==> src/rtl/store_split.sv <==
// Store beat generator: turns one store request into one or two word-aligned
// write beats with byte enables; word-crossing stores go low word first.
module store_split #(
  parameter int ADDR_W = 32
) (
  input  logic              clk,
  input  logic              rst_n,
  input  logic              req_valid,
  output logic              req_ready,
  input  logic [4:0]        opcode,
  input  logic [ADDR_W-1:0] addr,
  input  logic [31:0]       data,
  output logic              mem_we,
  output logic [ADDR_W-1:0] mem_addr,
  output logic [31:0]       mem_wdata,
  output logic [3:0]        mem_be,
  input  logic              mem_ready,
  output logic              busy,
  output logic              misaligned,
  output logic              done,
  output logic [1:0]        state_dbg
);

  // Handshakes: a request transfers when req_valid && req_ready; a beat transfers
  // when mem_we && mem_ready, and until then mem_addr/mem_be/mem_wdata hold still.

  typedef enum logic [1:0] {
    S_IDLE  = 2'd0,
    S_BEAT0 = 2'd1,
    S_BEAT1 = 2'd2
  } state_e;

  state_e              state_q, state_d;
  logic                mem_we_q, mem_we_d;
  logic [ADDR_W-1:0]   mem_addr_q, mem_addr_d;
  logic [31:0]         mem_wdata_q, mem_wdata_d;
  logic [3:0]          mem_be_q, mem_be_d;
  logic [31:0]         hi_wdata_q, hi_wdata_d;
  logic [3:0]          hi_be_q, hi_be_d;
  logic                busy_q, busy_d;
  logic                misaligned_q, misaligned_d;
  logic                done_q, done_d;

  logic                is_store;
  logic [3:0]          size_mask;
  logic [31:0]         data_masked;
  logic [1:0]          off;
  logic [7:0]          en_full;
  logic [63:0]         lane_data;
  logic [ADDR_W-1:0]   base;
  logic                accept;

  always_comb begin
    is_store    = 1'b1;
    size_mask   = 4'b0000;
    data_masked = 32'd0;
    case (opcode)
      5'd3, 5'd4, 5'd5: begin
        size_mask   = 4'b1111;
        data_masked = data;
      end
      5'd6, 5'd7, 5'd8: begin
        size_mask   = 4'b0011;
        data_masked = {16'd0, data[15:0]};
      end
      5'd9, 5'd10, 5'd11: begin
        size_mask   = 4'b0001;
        data_masked = {24'd0, data[7:0]};
      end
      default: is_store = 1'b0;
    endcase
    off       = addr[1:0];
    en_full   = {4'b0000, size_mask} << off;
    lane_data = {32'd0, data_masked} << {off, 3'b000};
    base      = {addr[ADDR_W-1:2], 2'b00};
  end

  assign req_ready = (state_q == S_IDLE);
  assign accept    = req_valid && req_ready;

  always_comb begin
    state_d      = state_q;
    mem_we_d     = mem_we_q;
    mem_addr_d   = mem_addr_q;
    mem_wdata_d  = mem_wdata_q;
    mem_be_d     = mem_be_q;
    hi_wdata_d   = hi_wdata_q;
    hi_be_d      = hi_be_q;
    busy_d       = busy_q;
    misaligned_d = misaligned_q;
    done_d       = 1'b0;
    case (state_q)
      S_IDLE: begin
        // Non-store opcodes are consumed silently and leave no trace.
        if (accept && is_store) begin
          state_d      = S_BEAT0;
          mem_we_d     = 1'b1;
          mem_addr_d   = base;
          mem_be_d     = en_full[3:0];
          mem_wdata_d  = lane_data[31:0];
          hi_be_d      = en_full[7:4];
          hi_wdata_d   = lane_data[63:32];
          busy_d       = 1'b1;
          misaligned_d = (en_full[7:4] != 4'b0000);
        end
      end
      S_BEAT0: begin
        if (mem_ready) begin
          if (misaligned_q) begin
            state_d     = S_BEAT1;
            mem_addr_d  = mem_addr_q + ADDR_W'(4);
            mem_be_d    = hi_be_q;
            mem_wdata_d = hi_wdata_q;
          end else begin
            state_d      = S_IDLE;
            mem_we_d     = 1'b0;
            mem_addr_d   = '0;
            mem_be_d     = 4'b0000;
            mem_wdata_d  = 32'd0;
            busy_d       = 1'b0;
            misaligned_d = 1'b0;
            done_d       = 1'b1;
          end
        end
      end
      S_BEAT1: begin
        if (mem_ready) begin
          state_d      = S_IDLE;
          mem_we_d     = 1'b0;
          mem_addr_d   = '0;
          mem_be_d     = 4'b0000;
          mem_wdata_d  = 32'd0;
          busy_d       = 1'b0;
          misaligned_d = 1'b0;
          done_d       = 1'b1;
        end
      end
      default: begin
        state_d      = S_IDLE;
        mem_we_d     = 1'b0;
        busy_d       = 1'b0;
        misaligned_d = 1'b0;
      end
    endcase
  end

  always_ff @(posedge clk) begin
    if (!rst_n) begin
      state_q      <= S_IDLE;
      mem_we_q     <= 1'b0;
      mem_addr_q   <= '0;
      mem_wdata_q  <= 32'd0;
      mem_be_q     <= 4'b0000;
      hi_wdata_q   <= 32'd0;
      hi_be_q      <= 4'b0000;
      busy_q       <= 1'b0;
      misaligned_q <= 1'b0;
      done_q       <= 1'b0;
    end else begin
      state_q      <= state_d;
      mem_we_q     <= mem_we_d;
      mem_addr_q   <= mem_addr_d;
      mem_wdata_q  <= mem_wdata_d;
      mem_be_q     <= mem_be_d;
      hi_wdata_q   <= hi_wdata_d;
      hi_be_q      <= hi_be_d;
      busy_q       <= busy_d;
      misaligned_q <= misaligned_d;
      done_q       <= done_d;
    end
  end

  assign mem_we     = mem_we_q;
  assign mem_addr   = mem_addr_q;
  assign mem_wdata  = mem_wdata_q;
  assign mem_be     = mem_be_q;
  assign busy       = busy_q;
  assign misaligned = misaligned_q;
  assign done       = done_q;
  assign state_dbg  = state_q;

endmodule

==> config.mk <==
export PLATFORM = sky130hd
export DESIGN_NAME = store_split
export DESIGN_NICKNAME = d
export VERILOG_FILES = /design/src/rtl/store_split.sv
export SDC_FILE = /design/constraint.sdc
export NUM_CORES = 1
export LEC_CHECK = 0
export BUFFER_PORTS_ARGS = -buffer_cell sky130_fd_sc_hd__buf_2
export CELL_PAD_IN_SITES_DETAIL_PLACEMENT = 1
export CELL_PAD_IN_SITES_GLOBAL_PLACEMENT = 2
export CORE_UTILIZATION = 32
export DETAILED_ROUTE_END_ITERATION = 12
export PLACE_DENSITY_LB_ADDON = 0.15
export SLEW_MARGIN = 20
export SYNTH_ARGS = -nofsm -noshare
export SYNTH_HDL_FRONTEND = slang
export SYNTH_SLANG_ARGS = --single-unit
==> constraint.sdc <==
create_clock -name clk -period 6.2 [get_ports clk]
set_input_delay 0.62 -clock clk [delete_from_list [all_inputs] [get_ports clk]]
set_output_delay 0.62 -clock clk [all_outputs]
set_load 0.03 [all_outputs]
== Yosys cells after proc, flatten, opt, wreduce, memory -nomap -nowiden ==
Index checks and enable logic that the tools add are counted.

* Word-level logic and storage cells: 75
* Bits of input ports: 73
* Bits in registers: 109
* Output and inout bits: 75

* Muxes and demuxes: 35
* Reductions and logical operators: 13
* Eq/ne operators: 15
* Shift operators: 2
* Add/sub/neg operators: 1

{| class="wikitable"
|+ Operators by type and width
! kind !! count
|-
| $pmux W32 S3 || 3
|-
| $mux W32 || 7
|-
| $shl A32 B5 Y64 || 1
|-
| $add A32 B3 Y32 const B || 1
|-
| $pmux W4 S3 || 2
|-
| $eq A5 B3 Y1 const B || 4
|-
| $eq A5 B4 Y1 const B || 4
|-
| $mux W4 || 4
|-
| $mux W1 || 11
|-
| $reduce_or A3 Y1 || 3
|-
| $reduce_or A9 Y1 || 1
|-
| $mux W2 || 4
|-
| $reduce_and A4 Y1 || 2
|-
| $shl A4 B2 Y8 || 1
|-
| $ne A2 B2 Y1 const B || 3
|-
| $pmux W1 S3 || 2
|-
| $pmux W2 S3 || 1
|-
| $eq A5 B2 Y1 const B || 1
|-
| $reduce_bool A4 Y1 || 1
|-
| $reduce_and A3 Y1 || 1
|-
| $reduce_bool A3 Y1 || 1
|-
| $eq A2 B1 Y1 const B || 1
|-
| $eq A2 B2 Y1 const B || 1
|-
| $logic_and A1 B1 Y1 || 2
|-
| 4 further kinds || 4
|}

== Depth between registers and ports, before layout ==
* Word-level depth: 7
* Mapped depth: 10
* Gate-level depth less buffers: 7

== Least setup slack after synthesis ==
Ideal clock, no wire load.

* Kind: reg-to-reg
* From: reg state_q[1], in the netlist state_dbg[1]
* To: reg hi_wdata_q[6]
* Data arrival time: 2.367 ns
* Slack: 3.712 ns
* Clock period less this slack: 2.488 ns
* Cell stages (with the launch flop): 11
* Data required time: 6.078 ns
* Path buffers: 3
* Library setup time: 0.122 ns
* Cell sequence: dfxtp_1 -> inv_1 -> ha_1 -> nand2_1 -> or3_1 -> buf_2 -> and2_4 -> buf_6 -> buf_8 -> a22o_1 -> a221o_1

* Cells in the longest elaborated chain, start to end: 4

{| class="wikitable"
|+ RTL lines
! item !! RTL line !! text
|-
| start, declared || 33 || <nowiki>state_e state_q, state_d;</nowiki>
|-
| start signal, assigned || 160 || <nowiki>state_q <= state_d;</nowiki>
|-
| $logic_not A2 Y1 (*) || 78 || <nowiki>assign req_ready = (state_q == S_IDLE);</nowiki>
|-
| named net req_ready || 9 || <nowiki>output logic req_ready,</nowiki>
|-
| $logic_and A1 B1 Y1 || 79 || <nowiki>assign accept = req_valid && req_ready;</nowiki>
|-
| $logic_and A1 B1 Y1 || 95 || <nowiki>if (accept && is_store) begin</nowiki>
|-
| $reduce_and A2 Y1 (no source line) (*) || -- ||
|-
| end signal, assigned || 165 || <nowiki>hi_wdata_q <= hi_wdata_d;</nowiki>
|-
| end, declared || 38 || <nowiki>logic [31:0] hi_wdata_q, hi_wdata_d;</nowiki>
|}

The timed path passes the listed nets; every way through them passes the cells marked *.
A chain may end at the register's enable or synchronous reset.

== Final worst setup path ==
* From: reg state_q[0], in the netlist state_dbg[0]
* To: reg mem_wdata_q[20], in the netlist mem_wdata[20]

* Cells in the longest elaborated chain, start to end: 5
* Elaborated cells on any way between the ends: 11
* Those cells by class: 5 x eq/ne; 1 x mux; 5 x reduce/logical

{| class="wikitable"
|+ RTL lines
! item !! RTL line !! text
|-
| $logic_not A2 Y1 || 78, 92 ||
|-
| $logic_and A1 B1 Y1 || 79 ||
|-
| $logic_and A1 B1 Y1 || 95 ||
|-
| $ne A2 B1 Y1 (no source line) || -- ||
|-
| $reduce_and A4 Y1 (no source line) || -- ||
|-
| end signal, assigned || 163 || <nowiki>mem_wdata_q <= mem_wdata_d;</nowiki>
|-
| end, declared || 36 || <nowiki>logic [31:0] mem_wdata_q, mem_wdata_d;</nowiki>
|}

Parallel ways exist; a longest one is shown, timed or not.

==> results.md <==
* Outcome: completed
* Max Fclk at 0.305 GHz
* # rows at 46
* Most frequent cell after synthesis: dfxtp_1
* Drt drc at 0
* Ant. Diodes at 0
* GRT Residual Overflow at 0
* Share of cells above drive strength 1 at 0.237
* Vias in the first global route at 5715
* FF-to-FF End: mem_wdata[20]
* Setup slack, reg-to-reg at 2.92 ns
* CTS buffer count at 9
* Setup Fix Bufs, Post-CTS at 0
* Final setup TNS at 0 ns
* DR vias/cell at 5.84
* Reg2Reg Depth at 7
* Relative slew slack at 0.297
* Register area at 1960 µm²
* CP dominant cell by count: nor3b_2
* CTS tree: done
* Die Y at 129 µm
* Largest net degree at the start of global routing at 66
* Initial antenna violation count at 0
* CTS Hold Bufs at 0
* PwrDens at 260 nW/µm²
* CP peak stage delay at 0.79 ns
* Slowest CP cell: nor3b_2
* Crit Path Max Fanout at 20
* # fillers at 1956
* Die width at 129 µm
* Die Area at 16600 µm²
* GRT Util Overall at 0.249
* CTS max path bufs at 2
* # IOs at 148
* Area taken by multi-input logic gates at 2900 µm²
* Synth cell count leaders: dfxtp_1 (98), o21ai_0 (70), a21oi_1 (64)
* Number of synthesized flops with an enable pin at 0
* #FFs+latches synth at 98
* Post-Place Cell Area at 5990 µm²
* Syn Inst Count at 644
* Seq/Total Area, Yosys at 0.380
* Nets at 832
* Post-CTS sizing at 0
* Ys flop type: dfxtp_1
* # setup viols final at 0
* Synth async-reset ratio at 0
* IO buf count at 145
* First-pass GRT wire length at 31.6 mm
* Final period util at 0.530
* Clock latency on the worst-skew pair at 0.37 ns
* Area growth syn-to-layout at 21.7%
* Drt initial violations at 447
* Hold path cells at 2
* Setup crit start: state_dbg[0]
* Worst slew pin tran at 1.05 ns
* Min-Delay Path Class: register to register
* Crit path kind: register to register
* Post-route minimum period at 3.28 ns
* H-tree levels at 3
* Reg clk slew, reported paths at 0.07 ns
* CP startpoint kind: register
* RSZ-0062 raised after global routing: no
* Core box area at 15800 µm²
* HPWL after DPL at 13.5 mm
* Clock Skew at 0.00961 ns
* Max-cap violations at 0
* GP Congestion at 0.819
* Netlist cell types at 58
* WHS at 0.469 ns
* Clock sink count at 98
* Vias at 5679
* HP Start: hi_be_q[1]
* CP top delay family: simple AND/OR/NAND/NOR gates
* Critical-path cell list: inv_1 > ha_1 > nor3b_2 > nor3b_2 > a22o_1 > a221oi_1 > a21oi_1
* Final Hold Fails at 0
* Inst Count DP at 958
* Leak at 2.60 nW
* Peak supply drop at 0.139 mV
* Synth warn at 0
* Final ANT Viol Nets at 0
* Post-route cell area at 6280 µm²
* CP bufs+invs at 1
* Yosys top cell by area: dfxtp_1
* Required time of the worst setup path at 6.49 ns
* Hold EP: hi_be_q[1]
* Starting Density at 0.326
* Top cells by area, synth: dfxtp_1 (38%), o21ai_0 (6.8%), a21oi_1 (6.2%)
* Mean Syn Cell Area at 8.02 µm²
* Post-Layout Cell Count at 972
* Syn Std Cell Area at 5160 µm²
* Yosys top cell area share at 0.380
* Max Slew Vio Count at 0
* Drt total wl at 20.4 mm
* Pre-antenna DRT Iters at 5
* Critical R2R Launch: state_dbg[0]
* CTS root buf: clkbuf_16
* Worst EP arrival at 3.57 ns
* WL/cell at 21.0 µm
* Worst setup EP type: register
==> power by group <==
group | total (W) | switching, W | leakage, nW | internal [W]
Clock | 0.000594 | 0.000264 | 0.147 | 0.000330
Combinational | 0.000333 | 0.000232 | 1.66 | 0.000100
Sequential | 0.000708 | 0.0000382 | 0.799 | 0.000670
==> how the worst max path moves through the flow <==
stage	to	slack, ns	depth (start not counted)
2_1_floorplan	hi_wdata_q[6]	3.71	10
4_1_cts	mem_wdata[17]	2.92	7
5_1_grt	mem_wdata[17]	2.78	7
6_report	mem_wdata[20]	2.92	7
3_5_place_dp	mem_addr[18]	2.85	7
3_3_place_gp	mem_addr[18]	2.93	7
==> per-stage QoR <==
| stage | total power (W) | setup WS, ns | util |
|---|---|---|---|
| 5_1_grt | 0.00170 | 2.78 | 0.397 |
| 3_3_place_gp | 0.00105 | 2.93 | 0.378 |
| 4_1_cts | 0.00164 | 2.92 | 0.397 |
| 6_report | 0.00163 | 2.92 | 0.397 |
| 2_1_floorplan | 0.000926 | 3.71 | - |
| 3_5_place_dp | 0.00105 | 2.85 | 0.378 |
==> placed cells by master, fill, tap and decap left out, drive strengths merged, types with 8 or more instances in the layout <==
cell and instances:
a22o 22, clkbuf 11, a21oi 64, and2 15
nand2 42, nand4 12, nand3 21, and3 10
nor2 49, a221o 8, inv 15, a221oi 17
a22oi 8, o21ai 70, buf 155, mux2i 10
dfxtp 98, a31oi 25, nor3 17
==> worst min-delay path: stages, from the launching register on <==
cell,delay (ns)
dfxtp_1,0.32
nand2_1,0.05
a21oi_1,0.05
==> flip-flops by register name, summed over array words and instances, names as in the netlist <==
| signal | count |
|---|---|
| hi_be_q | 3 |
| hi_wdata_q | 24 |
| mem_wdata | 32 |
| done | 1 |
| state_dbg | 2 |
| busy | 1 |
| misaligned | 1 |
| mem_addr | 30 |
| mem_be | 4 |
==> layout make-up <==
type | count | area share
Clock buffer | 11 | 0.0402
Clock inverter | 3 | 0.00637
Inverter | 15 | 0.00896
Multi-Input combinational cell | 474 | 0.462
Sequential cell | 98 | 0.312
Tap cell | 216 | 0.0430
Timing Repair Buffer | 155 | 0.127
==> cells by family (layout without fill, tap and decap cells) <==
family,Yosys count,in the layout,synth area share
compound gates,258,258,0.326
xor+xnor,1,1,0.00170
fa+ha+maj,7,7,0.0165
buf+inv,73,184,0.0603
flops,98,98,0.380
mux,10,10,0.0194
other cells,1,2,0.000726
simple gates,196,196,0.196
==> routing by layer <==
metal,part of all wire,track usage,routed length (µm)
met5,0,0,0
met4,0.019,0.0920,380
met2,0.48,0.429,9720
met1,0.46,0.321,9430
met3,0.045,0.0248,912
No activity file was read; power rests on OpenSTA's default activity.
